### config.mk
export PLATFORM = sky130hd
export DESIGN_NAME = uart_rx_fifo
export DESIGN_NICKNAME = d
export VERILOG_FILES = /design/src/rtl/uart_rx_fifo.sv
export SDC_FILE = /design/constraint.sdc
export NUM_CORES = 1
export LEC_CHECK = 0
export BUFFER_PORTS_ARGS = -buffer_cell sky130_fd_sc_hd__buf_2
export CAP_MARGIN = 10
export CELL_PAD_IN_SITES_DETAIL_PLACEMENT = 1
export CELL_PAD_IN_SITES_GLOBAL_PLACEMENT = 1
export CORE_UTILIZATION = 57
export CTS_BUF_LIST = sky130_fd_sc_hd__clkbuf_2 sky130_fd_sc_hd__clkbuf_4 sky130_fd_sc_hd__clkbuf_8
export DETAILED_ROUTE_END_ITERATION = 8
export PLACE_DENSITY_LB_ADDON = 0.1
export SYNTH_ARGS = -nofsm -noshare
export SYNTH_HDL_FRONTEND = slang
export SYNTH_SLANG_ARGS = --single-unit
### constraint.sdc
create_clock -name clk -period 6 [get_ports clk]
set_input_delay 1.5 -clock clk [delete_from_list [all_inputs] [get_ports clk]]
set_output_delay 1.5 -clock clk [all_outputs]
set_load 0.01 [all_outputs]
### src/rtl/uart_rx_fifo.sv
// 16x-oversampling UART receiver with majority-voted bit decisions, framing and
// parity checking, and a small receive FIFO drained through the next/unload handshake.
module uart_rx_fifo #(
  parameter int CLK_HZ     = 50000000,
  parameter int BAUD       = 9600,
  parameter int DATA_BITS  = 8,
  parameter int PARITY     = 0,
  parameter int STOP_BITS  = 1,
  parameter int FIFO_DEPTH = 4
) (
  input  logic                              clk,
  input  logic                              rst_n,
  input  logic                              RXD,
  input  logic                              next,
  output logic [DATA_BITS-1:0]              PAR,
  output logic                              parity_err,
  output logic                              frame_err,
  output logic                              ready,
  output logic                              unload,
  output logic                              overrun,
  output logic [$clog2(FIFO_DEPTH+1)-1:0]   count
);

  localparam int DIV = CLK_HZ / (BAUD * 16);
  localparam int CW  = $clog2(DIV);
  localparam int AW  = $clog2(FIFO_DEPTH);
  localparam int NW  = $clog2(FIFO_DEPTH + 1);
  localparam int EW  = DATA_BITS + 2;

  localparam logic [CW-1:0] DIV_LAST = CW'(DIV - 1);
  localparam logic [3:0]    BIT_LAST = 4'(DATA_BITS - 1);
  localparam logic [NW-1:0] FULL     = NW'(FIFO_DEPTH);
  localparam logic          PAR_EXP  = (PARITY == 1);

  typedef enum logic [2:0] {S_IDLE, S_START, S_DATA, S_PARITY, S_STOP} state_t;

  state_t               state, state_d;
  logic                 rx_meta, rxs;
  logic [CW-1:0]        div_cnt;
  logic                 tick;
  logic [3:0]           ph;
  logic                 s7, s8;
  logic                 bit_val, decide, ph_end;
  logic [DATA_BITS-1:0] shreg;
  logic [3:0]           bit_cn;
  logic                 stop_cn, last_stop;
  logic                 perr, ferr;
  logic                 go_idle, frame_done;
  logic [EW-1:0]        entry;
  logic [EW-1:0]        mem [FIFO_DEPTH];
  logic [AW-1:0]        wr_ptr, rd_ptr;
  logic                 push, drop;

  // NOTE: sequential state uses non-blocking assignments so every flop samples pre-edge values.
  always_ff @(posedge clk or negedge rst_n) begin
    if (!rst_n) begin
      rx_meta <= 1'b1;
      rxs     <= 1'b1;
    end else begin
      rx_meta <= RXD;
      rxs     <= rx_meta;
    end
  end

  assign tick = (div_cnt == DIV_LAST);

  always_ff @(posedge clk or negedge rst_n) begin
    if (!rst_n) div_cnt <= '0;
    else        div_cnt <= tick ? '0 : div_cnt + CW'(1);
  end

  assign decide    = tick && (ph == 4'd9);
  assign ph_end    = tick && (ph == 4'd15);
  assign bit_val   = (s7 & s8) | (s7 & rxs) | (s8 & rxs);
  assign last_stop = (STOP_BITS == 1) || stop_cn;

  always_ff @(posedge clk or negedge rst_n) begin
    if (!rst_n) state <= S_IDLE;
    else        state <= state_d;
  end

  // NOTE: every output of this block gets a default first so no latch is inferred.
  always_comb begin
    state_d    = state;
    go_idle    = 1'b0;
    frame_done = 1'b0;
    case (state)
      S_IDLE:   if (!rxs) state_d = S_START;
      S_START: begin
        if (decide && bit_val) begin
          state_d = S_IDLE;
          go_idle = 1'b1;
        end else if (ph_end) begin
          state_d = S_DATA;
        end
      end
      S_DATA:   if (ph_end && bit_cn == BIT_LAST) state_d = (PARITY != 0) ? S_PARITY : S_STOP;
      S_PARITY: if (ph_end) state_d = S_STOP;
      S_STOP: begin
        // Leave on the last stop bit's decision so a following start edge is never missed.
        if (decide && last_stop) begin
          state_d    = S_IDLE;
          go_idle    = 1'b1;
          frame_done = 1'b1;
        end
      end
      default:  state_d = S_IDLE;
    endcase
  end

  always_ff @(posedge clk or negedge rst_n) begin
    if (!rst_n) begin
      ph      <= '0;
      s7      <= 1'b1;
      s8      <= 1'b1;
      shreg   <= '0;
      bit_cn  <= '0;
      stop_cn <= 1'b0;
      perr    <= 1'b0;
      ferr    <= 1'b0;
    end else begin
      if (state == S_IDLE || go_idle) ph <= '0;
      else if (tick)                  ph <= ph + 4'd1;
      if (tick && ph == 4'd7) s7 <= rxs;
      if (tick && ph == 4'd8) s8 <= rxs;
      case (state)
        S_IDLE: begin
          bit_cn  <= '0;
          stop_cn <= 1'b0;
          perr    <= 1'b0;
          ferr    <= 1'b0;
        end
        S_DATA: begin
          if (decide) shreg  <= {bit_val, shreg[DATA_BITS-1:1]};
          if (ph_end) bit_cn <= bit_cn + 4'd1;
        end
        S_PARITY: if (decide) perr <= ((^shreg) ^ bit_val) != PAR_EXP;
        S_STOP: begin
          if (decide && !bit_val) ferr    <= 1'b1;
          if (ph_end)             stop_cn <= 1'b1;
        end
        default: ;
      endcase
    end
  end

  // The current stop decision is folded in directly; ferr only holds earlier stop bits.
  assign entry  = {ferr | ~bit_val, perr, shreg};
  assign ready  = (count != '0);
  assign unload = ready & next;
  assign push   = frame_done && (count != FULL || unload);
  assign drop   = frame_done && !push;

  // NOTE: the FIFO storage is reset too, so the head outputs read 0 out of reset.
  always_ff @(posedge clk or negedge rst_n) begin
    if (!rst_n) begin
      for (int i = 0; i < FIFO_DEPTH; i++) mem[i] <= '0;
    end else if (push) begin
      mem[wr_ptr] <= entry;
    end
  end

  always_ff @(posedge clk or negedge rst_n) begin
    if (!rst_n) begin
      wr_ptr  <= '0;
      rd_ptr  <= '0;
      count   <= '0;
      overrun <= 1'b0;
    end else begin
      if (push)   wr_ptr <= wr_ptr + AW'(1);
      if (unload) rd_ptr <= rd_ptr + AW'(1);
      case ({push, unload})
        2'b10:   count <= count + NW'(1);
        2'b01:   count <= count - NW'(1);
        default: ;
      endcase
      if (drop)        overrun <= 1'b1;
      else if (unload) overrun <= 1'b0;
    end
  end

  assign {frame_err, parity_err, PAR} = mem[rd_ptr];

endmodule

==> results by group, run 1 <==
Yosys
  – Synth async-reset ratio: 1.00
  – Ys Warns: 0
  – Synth Cell Area: 3960 um2
  – Synth top area cells: dfrtp_1 49%, mux2_2 15%, mux4_2 5.7%, ha_1 3.5%, xnor2_1 3.3%
  – Mapped Nets: 309
  – Synth unique cells: approximately 50
  – Yosys top cell area share: 0.493
  – Leading area contributor after synthesis: dfrtp_1
  – Syn Inst Count: 293
  – Avg Inst Size Synth: ~14 um2
  – Seq/Total Area, Yosys: 0.519
  – Main synth FF type: dfrtp_1
  – #FFs+latches synth: 82
  – Post-synth EDFFs: 0

Global route
  – Gr usage total: 0.258
  – Vias in the first global route: 2673
  – Grt ovf: 0
  – Antenna violations before repair: 0
  – Global-route wire length before repair: around 14 mm
  – Largest net degree at the start of global routing: between 80 and 90

Drt
  – WL final: approximately 8.3 mm
  – Remaining antenna violation count: 0
  – Router iterations before antenna repair: 4
  – Avg Vias per Cell: 6.00
  – DRT iter0 DRCs: about 110
  – DR vias: 2387
  – Residual DRC count: 0
  – WL/cell: 20.8 um

Power and ir drop
  – Pleak: 2.05 nW
  – P per Cell Area: 276 nW/um2
  – Worst VDD drop: 0.167 mV

Timing
  – Slew HR: 0.323
  – Setup TNS: 0 ns
  – Fmax achieved: 288 MHz
  – RSZ-0062 raised after global routing: no
  – Slew @ Worst Pin: 1.02 ns
  – Worst Skew: 0.0102 ns
  – Fin crit period: 3.48 ns
  – Endpoints failing setup: 0
  – Final max-slew violation count: 0
  – Hold Vio Cnt, Final: 0
  – Tcrit/Tclk final: 0.580

Run
  – Max Cap Violations: 0

CTS
  – Hold buffer count at CTS: 0
  – Post-CTS Setup Bufs: 0
  – CTS Sinks: 82
  – Cts bufs inserted: 9
  – Clk pin slew, worst setup/hold paths: roughly 0.09 ns
  – CTS tree: yes
  – H-tree depth: 3
  – CTS Buffer Depth: 2
  – Post-CTS Resized: 0
  – Root Buffer: clkbuf_8
  – Worst-skew pair later-pin latency: roughly 0.36 ns

Setup path
  – Critical Path, Cell by Cell: mux4_2, buf_2
  – Arrival time worst endpoint: 1.98 ns
  – CP Launch Type: flop
  – Critical path's slowest cell: dfrtp_1
  – Critical path buffer and inverter count: 1
  – Worst Setup End Kind: output pin
  – Worst-path fanout max: 12
  – Critical path type: flop to output pin
  – Critical path's top delay family: flip-flops
  – Max stage delay on crit path: 0.86 ns
  – WP data required: 4.50 ns

Hold path
  – Hold Path Class: flop to flop

Placement
  – Placed Area: between 4000 and 5000 um2
  – DP Cell Count: 382
  – GPL Wtd Cong: 0.755
  – Input/output buffers: 19
  – Post-DP HPWL: 5.10 mm

Final layout
  – Commonest non-fill, non-tap cell in the layout: dfrtp_1
  – Layout cells sized above 1: 0.358
  – Most frequent cells in the layout: 78 x dfrtp_1, 53 x mux2_2, 18 x buf_2
  – Layout Utilization: 0.640
  – Inserted Diodes: 0
  – Net count, final: 329
  – Final Cell Area: 4330 um2
  – Area delta synth->final: 9.26%
  – Non-filler cells, final: between 300 and 400

Floorplan
  – Initial Util: 0.586
  – Die ar.: approximately 7300 um2
  – Row Count: 30
  – Core ar.: 6760 um2
  – Die Y: 85.4 um
  – Die Wd: about 85 um
  – I/O pin count: 20

Run status
  – Outcome: finished clean
[synthesized netlist by cell type (all sizes together) (2+ instances only)]
cell    instances
dfstp           4
a22o            5
xnor2          15
mux2           53
and3b           2
o22ai           2
nand3b          2
nand4           2
xor2            7
nand2b          2
o211ai          3
nor4b           2
or3             3
nand4b          4
a21oi           5
nor2           15
mux4           10
nor4            3
and3            5
ha             11
clkbuf          9
o21ai           2
inv            10
dfrtp          78
nor3            3
nand3          15
nand2           4
[final timing paths]
kind / depth (start not counted) / start / end / slack, ns
max: 2 / rd_ptr[0]$_DFFE_PN0P_ / PAR[3] / 2.52
min: 0 / rx_meta$_DFF_PN1_ / rxs$_DFF_PN1_ / 0.36
max reg2reg: 9 / div_cnt[0]$_DFF_PN0_ / count[1]$_DFFE_PN0P_ / 2.89
min reg2reg: 0 / rx_meta$_DFF_PN1_ / rxs$_DFF_PN1_ / 0.36
max in group asynchronous: 1 / rst_n / div_cnt[1]$_DFF_PN0_ / 4.03
min in group asynchronous: 1 / rst_n / mem[30]$_DFFE_PN0P_ / 1.31
[final cells by class]
class / count / area, um2
clock inverters: 6 / 88.8
inverters: 10 / 37.5
well taps: 80 / 100
fillers: 664 / 2430
repair buffers: 19 / 97.6
multi-input cells: 191 / 1810
flip-flops and latches: 82 / 2060
clock buffers: 10 / 138
[worst register-to-register path, cell delays in order, from the launching register on]
cell	delay, ns
dfrtp_1	0.41
inv_1	0.07
ha_1	0.16
nor4b_2	0.69
nand3_1	0.35
or3_1	0.47
ha_1	0.24
inv_1	0.07
fa_1	0.40
o21ai_0	0.17
[power by group]
part | total (mW) | switching [mW] | internal [mW]
logic | 0.116 | 0.0532 | 0.0628
clock network | 0.453 | 0.207 | 0.246
registers | 0.627 | 0.0558 | 0.571
[stage by stage]
stage / total power [mW] / hold slack [ns] / setup WS (ns)
6_report: 1.20 / 0.361 / 2.52
5_1_grt: 1.25 / 0.370 / 2.41
4_1_cts: 1.21 / 0.362 / 2.49
3_5_place_dp: 0.758 / 0.348 / 2.33
3_3_place_gp: 0.750 / 0.345 / 2.42
2_1_floorplan: 0.706 / 0.345 / 2.64
[sequential cells by signal (all words and copies together), names as in the netlist]
name and count:
mem 40, div_cnt 9, shreg 8, bit_cn 4, ph 4, count 3, state 3, rd_ptr 2
wr_ptr 2, ferr 1, overrun 1, perr 1, rx_meta 1, rxs 1, s7 1, s8 1
[logic make-up (layout without fill, tap and decap cells)]
family          count (synthesis)  count (layout)  share of synthesized area
mux                            63              63                      0.208
compound gates                 22              22                     0.0385
simple gates                   70              70                      0.114
flops                          82              82                      0.519
buf+inv                        20              45                     0.0240
fa+ha+maj                      13              13                     0.0423
xor+xnor                       23              23                     0.0543
[metal layers]
layer / GRT usage / vias up / part of all wire
li1: - / 1099 / -
met1: 0.335 / 1252 / 0.44
met2: 0.446 / 25 / 0.52
met3: 0.0331 / 11 / 0.017
met4: 0.100 / 0 / 0.019
met5: 0 / - / 0
Power figures use the tool's default switching activity.
==> run 2: changes to the inputs <==
- ABC_AREA: not set -> 1
- CORE_UTILIZATION: 57 -> 50
- clock period: 6 -> 3.2 ns (I/O delays scaled with it)
==> run 2 against run 1 <==
  * Synthesized cell count is 56% higher
  * Area after synthesis up 6.7%
  * Power is 110% higher
  * Setup slack got worse by 1.9 ns
  * Combinational power grew to 5.3 times the previous value
  * Hold slack improved by 0.0020 ns
  * Sequential cell count is the same
  * Global-route usage shrank 4.2 points
  * Sequential power rose by 80%
  * Non-clock buffer count grew 2
  * Critical path type unchanged
  * Largest power group unchanged
==> results by group, run 2 <==
Final layout
  – Area of the multi-input gates: 1830 um2
  – Area delta synth->final: 7.17%
  – Commonest non-fill, non-tap cell in the layout: nand2_1
  – Max FFs per register: 40
  – Biggest registers after layout: mem x40, div_cnt x9, shreg x8
  – Largest reg by FF count: mem
  – Filler cells: 986
  – Register area: 2060 um2
  – Net count, final: 488
  – Inserted Diodes: 0
  – Layout cells sized above 1: 0.203
  – Most frequent cells in the layout: 95 x nand2_1, 78 x dfrtp_1, 42 x inv_1

Hold path
  – Hold Path Class: flop to flop

Timing
  – Hold Vio Cnt, Final: 0
  – Setup TNS: 0 ns
  – Worst Skew: 0.0158 ns
  – Final max-slew violation count: 0
  – RSZ-0062 raised after global routing: no
  – Slew HR: 0.312
  – Fin worst setup slack: 0.580 ns
  – Fmax achieved: 382 MHz
  – Fin crit period: 2.62 ns
  – Slew @ Worst Pin: ~1.0 ns
  – Tcrit/Tclk final: 0.819
  – Endpoints failing setup: 0

Global route
  – Global-route wire length before repair: approximately 15 mm
  – Gr usage total: 0.217
  – Antenna violations before repair: 0
  – Largest net degree at the start of global routing: 81
  – Vias in the first global route: 3130
  – Grt ovf: 0

CTS
  – Post-CTS Resized: 0
  – Post-CTS Setup Bufs: 0
  – H-tree depth: 3
  – Clk pin slew, worst setup/hold paths: about 0.090 ns
  – Cts bufs inserted: 9
  – CTS Buffer Depth: 2
  – Root Buffer: clkbuf_8
  – CTS Sinks: between 80 and 90
  – Worst-skew pair later-pin latency: 0.36 ns
  – Hold buffer count at CTS: 0
  – CTS tree: yes

Drt
  – Avg Vias per Cell: 5.26
  – DR vias: about 3000
  – Router iterations before antenna repair: 4
  – WL final: 8.71 mm
  – WL/cell: 15.0 um
  – Remaining antenna violation count: 0
  – Residual DRC count: 0
  – DRT iter0 DRCs: 97

Floorplan
  – Row Count: 33
  – Die Wd: 93.9 um
  – Die ar.: 8820 um2
  – I/O pin count: 20
  – Initial Util: 0.514
  – Core ar.: 8220 um2
  – Die Y: 93.9 um

Setup path
  – Critical path type: flop to output pin
  – Critical path's top delay family: buffers and inverters
  – Worst-path fanout max: 21
  – Max stage delay on crit path: 0.54 ns
  – Arrival time worst endpoint: 1.82 ns
  – Worst Setup End Kind: output pin
  – Critical path's slowest cell: inv_1
  – CP Launch Type: flop
  – Critical path buffer and inverter count: 2
  – WP data required: 2.40 ns
  – Critical Path, Cell by Cell: inv_1, o21ai_0, o22ai_1, buf_2

Yosys
  – Synth Cell Area: 4230 um2
  – Avg Inst Size Synth: 9.27 um2
  – #FFs+latches synth: just over 80
  – Seq/Total Area, Yosys: 0.487
  – Yosys top cell area share: 0.462
  – Most common cell in the synthesized netlist: nand2_1
  – Main synth FF type: dfrtp_1
  – Syn Inst Count: 456
  – Synth top area cells: dfrtp_1 46%, nand2_1 8.4%, o21ai_2 4.6%, o21ai_0 4.0%, inv_1 3.7%
  – Mapped Nets: between 400 and 500
  – Synth top cells by count: 95 x nand2_1, 78 x dfrtp_1, 42 x inv_1, 37 x nor2_1, 34 x o21ai_0
  – Synth async-reset ratio: 1.00
  – Post-synth EDFFs: 0
  – Synth unique cells: 38
  – Ys Warns: 0
  – Leading area contributor after synthesis: dfrtp_1

Placement
  – Input/output buffers: 19
  – GPL Wtd Cong: 0.744
  – Place WS: 0.727 ns
  – Post-DP HPWL: 6.01 mm

Power and ir drop
  – Worst VDD drop: 0.192 mV
  – Net switching power: a little under 0.9 mW
  – Pleak: between 2 and 2.5 nW
  – Clock network power share: 0.313
  – Logic pwr share: 0.242
  – P_int: 1.67 mW
  – Reg power frac: 0.445
  – Overall power: 2.53 mW
  – Switching part of the total: 0.342
  – P per Cell Area: 560 nW/um2

Run
  – Max Cap Violations: 0

Run status
  – Outcome: finished clean
## run 2: changes by cell type in the layout (fill, tap and decap cells not counted), moves of 21 or more
cell	previous run	this run
nor2_1	14	37
o21ai_0	2	34
nand2_1	4	95
inv_1	10	42
o21ai_1	0	21
mux2_2	53	0
o21ai_2	0	22
## run 2: final timing paths
kind	end	slack (ns)	cells past startpoint	from
min	rxs$_DFF_PN1_	0.36	0	rx_meta$_DFF_PN1_
min reg2reg	rxs$_DFF_PN1_	0.36	0	rx_meta$_DFF_PN1_
max reg2reg	count[2]$_DFFE_PN0P_	0.78	15	div_cnt[0]$_DFF_PN0_
min in group asynchronous	mem[39]$_DFFE_PN0P_	0.60	1	rst_n
max in group asynchronous	s8$_DFFE_PN1P_	1.84	2	rst_n
max	PAR[7]	0.58	4	rd_ptr[0]$_DFFE_PN0P_
## run 2: worst register-to-register path: stages, from the launching register on
cell and delay, ns:
dfrtp_1 0.40, inv_1 0.06, ha_1 0.20, nand2_2 0.07, nor2_2 0.05, nand2_4 0.09
inv_6 0.08, nand3_4 0.10, clkinv_4 0.11, nand2_2 0.12, ha_1 0.16, inv_1 0.07
fa_1 0.37, a21oi_1 0.15, o21ai_0 0.11, xor2_1 0.15
## run 2: metal layers
layer	wire [um]	up-vias	global-route usage	part of all wire
li1	-	1516	-	-
met1	4080	1504	0.268	0.47
met2	4310	31	0.386	0.50
met3	232	8	0.0437	0.027
met4	86	0	0.0538	0.0099
met5	0	-	0	0
## run 2: power groups by stage
stage	combinational [mW]	clock (mW)	sequential, mW
after floorplan	0.398	0	1.13
after global placement	0.606	0	1.15
after detailed placement	0.623	0	1.15
after CTS	0.623	0.815	1.13
after global routing	0.683	0.860	1.13
final	0.613	0.793	1.13
## run 2: cell type report
type,count,area share
clock inverters,7,0.0182
repair buffers,21,0.0249
multi-input cells,309,0.403
inverters,49,0.0428
flip-flops and latches,82,0.454
clock buffers,9,0.0274
well taps,105,0.0290
## run 2: through the flow
step | utilization | area, um2 | instances | hold WS, ns
floorplan | - | 4230 | 456 | 0.345
global placement | 0.526 | 4320 | 566 | 0.349
detailed placement | 0.526 | 4320 | 566 | 0.347
CTS | 0.551 | 4530 | 582 | 0.365
global route | 0.551 | 4530 | 582 | 0.369
finish | 0.551 | 4530 | 582 | 0.363
## run 2: kinds of logic (layout without fill, tap and decap cells)
family,Yosys count,after routing,synth area share
xor+xnor,14,14,0.0290
buf+inv,65,86,0.0808
flops,82,82,0.487
fa+ha+maj,12,12,0.0373
simple gates,185,185,0.226
compound gates,98,98,0.140
==> run 3: changes to the inputs <==
- ABC_AREA: 1 -> 0
- CORE_UTILIZATION: 50 -> 53
- clock period: 3.2 -> 2.63 ns (I/O delays scaled with it)
==> run 3 against run 2 <==
  * Register-to-register slack lost 0.59 ns
  * Global-route usage increased by 1.5 points
  * Non-clock buffer count grew 15
  * Clock-buffer cell count increased by 3
  * Combinational power shrank 45%
  * Sequential cell count did not move
  * Clock power increased by 42%
  * First-iteration DRC count is 45% lower
  * Cell area did not move
  * Clock skew decreased by 0.0042 ns
  * Largest power group unchanged
==> results by group, run 3 (synthesized netlist as in run 1, its figures left out) <==
Drt
  – DRT iter0 DRCs: 53
  – Avg Vias per Cell: 5.57
  – Remaining antenna violation count: 0
  – WL final: 8.00 mm
  – Residual DRC count: 0
  – DR vias: 2416
  – Router iterations before antenna repair: 5
  – WL/cell: around 18 um

Power and ir drop
  – Logic pwr share: 0.118
  – P_int: ~2.1 mW
  – P per Cell Area: 629 nW/um2
  – Worst VDD drop: 0.380 mV
  – Clock network power share: 0.397
  – Pleak: between 2 and 2.5 nW
  – Reg power frac: 0.485
  – Net switching power: roughly 0.7 mW
  – Switching part of the total: 0.248

Global route
  – Antenna violations before repair: 0
  – Grt ovf: 0
  – Vias in the first global route: 2576
  – Global-route wire length before repair: 13.3 mm
  – Largest net degree at the start of global routing: 47
  – Gr usage total: 0.232

Setup path
  – Critical R2R Capture: count[1]$_DFFE_PN0P_
  – Worst-path fanout max: 4
  – Reg2Reg Depth: 9
  – Worst Setup End Kind: flop
  – Critical path type: flop to flop
  – Reg2reg start: div_cnt[0]$_DFF_PN0_
  – CP Launch Type: flop
  – WP data required: about 2.9 ns
  – Worst reg2reg setup slack: roughly 0.19 ns
  – Arrival time worst endpoint: 2.69 ns

Final layout
  – Inserted Diodes: 0
  – Largest reg by FF count: mem
  – Most frequent cells in the layout: 78 x dfrtp_1, 53 x mux2_2, 18 x buf_2
  – Max FFs per register: 40
  – Area delta synth->final: 14.3%
  – Non-filler cells, final: ~430
  – Commonest non-fill, non-tap cell in the layout: dfrtp_1
  – Net count, final: 346
  – Layout cells sized above 1: 0.391
  – Biggest registers after layout: mem x40, div_cnt x9, shreg x8
  – Layout Utilization: 0.624
  – Final Cell Area: ~4500 um2

Timing
  – Tcrit/Tclk final: 0.928
  – Fmax achieved: 410 MHz
  – Slew @ Worst Pin: 0.575 ns
  – Hold Vio Cnt, Final: 0
  – Worst Skew: 0.0116 ns
  – RSZ-0062 raised after global routing: no
  – Fin crit period: between 2 and 2.5 ns
  – Final max-slew violation count: 0
  – Setup TNS: 0 ns
  – Endpoints failing setup: 0
  – Slew HR: 0.613

CTS
  – Worst-skew pair later-pin latency: 0.35 ns
  – CTS tree: yes
  – H-tree depth: 3
  – Post-CTS Setup Bufs: 0
  – Clk pin slew, worst setup/hold paths: about 0.08 ns
  – Root Buffer: clkbuf_8
  – CTS Sinks: 82
  – CTS Buffer Depth: 2
  – Hold buffer count at CTS: 0
  – Cts bufs inserted: 9
  – Post-CTS Resized: 0

Floorplan
  – Core ar.: 7250 um2
  – Die Wd: 88.4 um
  – Row Count: 31
  – I/O pin count: 20
  – Die ar.: 7820 um2
  – Die Y: 88.4 um
  – Initial Util: 0.546

Placement
  – Post-DP HPWL: between 5 and 6 mm
  – GPL Wtd Cong: 0.727
  – Placed Area: between 4000 and 5000 um2
  – Input/output buffers: 19
  – DP Cell Count: 418

Hold path
  – Hold Path Class: input pin to async pin

Run
  – Max Cap Violations: 0

Run status
  – Outcome: finished clean
==> run 3: changes by cell type in the layout (fill, tap and decap cells not counted), moves of 8 or more <==
cell	change
o21ai_1	-21
mux4_2	+10
nand2_2	-8
o21ai_2	-22
buf_4	+13
nand2_1	-91
o22ai_1	-8
nor2_1	-23
mux2_2	+53
inv_1	-32
o21ai_0	-32
xnor2_1	+10
==> run 3: worst max-delay path: stages (launching register included) <==
cell and delay (ns):
dfrtp_1 0.41, inv_1 0.07, ha_1 0.15, nor4b_2 0.24, nand3_1 0.15, or3_1 0.40
ha_1 0.23, inv_1 0.08, fa_1 0.40, o21ai_0 0.22
==> run 3: final cells by class <==
type                    instances  area [um2]
clock buffers                  12         153
clock inverters                 4        98.8
fillers                       730        2730
inverters                      10        37.5
multi-input cells             191        1810
flip-flops and latches         82        2060
well taps                      99         124
repair buffers                 36         250
==> run 3: stage by stage <==
step | hold WS [ns] | worst slack [ns] | power, mW
6_report | 0.265 | 0.189 | 2.85
5_1_grt | 0.299 | 0.0677 | 2.97
3_5_place_dp | 0.350 | 0.0774 | 1.75
2_1_floorplan | 0.345 | 0.0607 | 1.61
4_1_cts | 0.274 | 0.164 | 2.89
3_3_place_gp | 0.346 | 0.144 | 1.74
==> run 3: worst max path at each step <==
stage	cells after the start	start	slack, ns	end
6_report	9	div_cnt[0]$_DFF_PN0_	0.19	count[1]$_DFFE_PN0P_
5_1_grt	9	div_cnt[0]$_DFF_PN0_	0.07	count[1]$_DFFE_PN0P_
4_1_cts	9	div_cnt[0]$_DFF_PN0_	0.16	count[1]$_DFFE_PN0P_
3_5_place_dp	9	next	0.08	count[2]$_DFFE_PN0P_
3_3_place_gp	9	next	0.14	count[2]$_DFFE_PN0P_
2_1_floorplan	11	div_cnt[0]$_DFF_PN0_	0.06	count[2]$_DFFE_PN0P_
==> run 3: metal layers <==
metal | global-route usage | routed length [um] | vias to the layer above
met5 | 0 | 0 | -
met4 | 0.0762 | 109 | 0
met3 | 0.0420 | 167 | 11
met2 | 0.397 | 4070 | 31
met1 | 0.297 | 3660 | 1239
li1 | - | - | 1135
==> run 3: power by group through the flow <==
stage	clock network [mW]	logic (mW)	registers, mW
global route	1.20	0.373	1.39
CTS	1.16	0.348	1.38
global placement	0	0.329	1.41
floorplan	0	0.233	1.38
finish	1.13	0.335	1.38
detailed placement	0	0.342	1.41
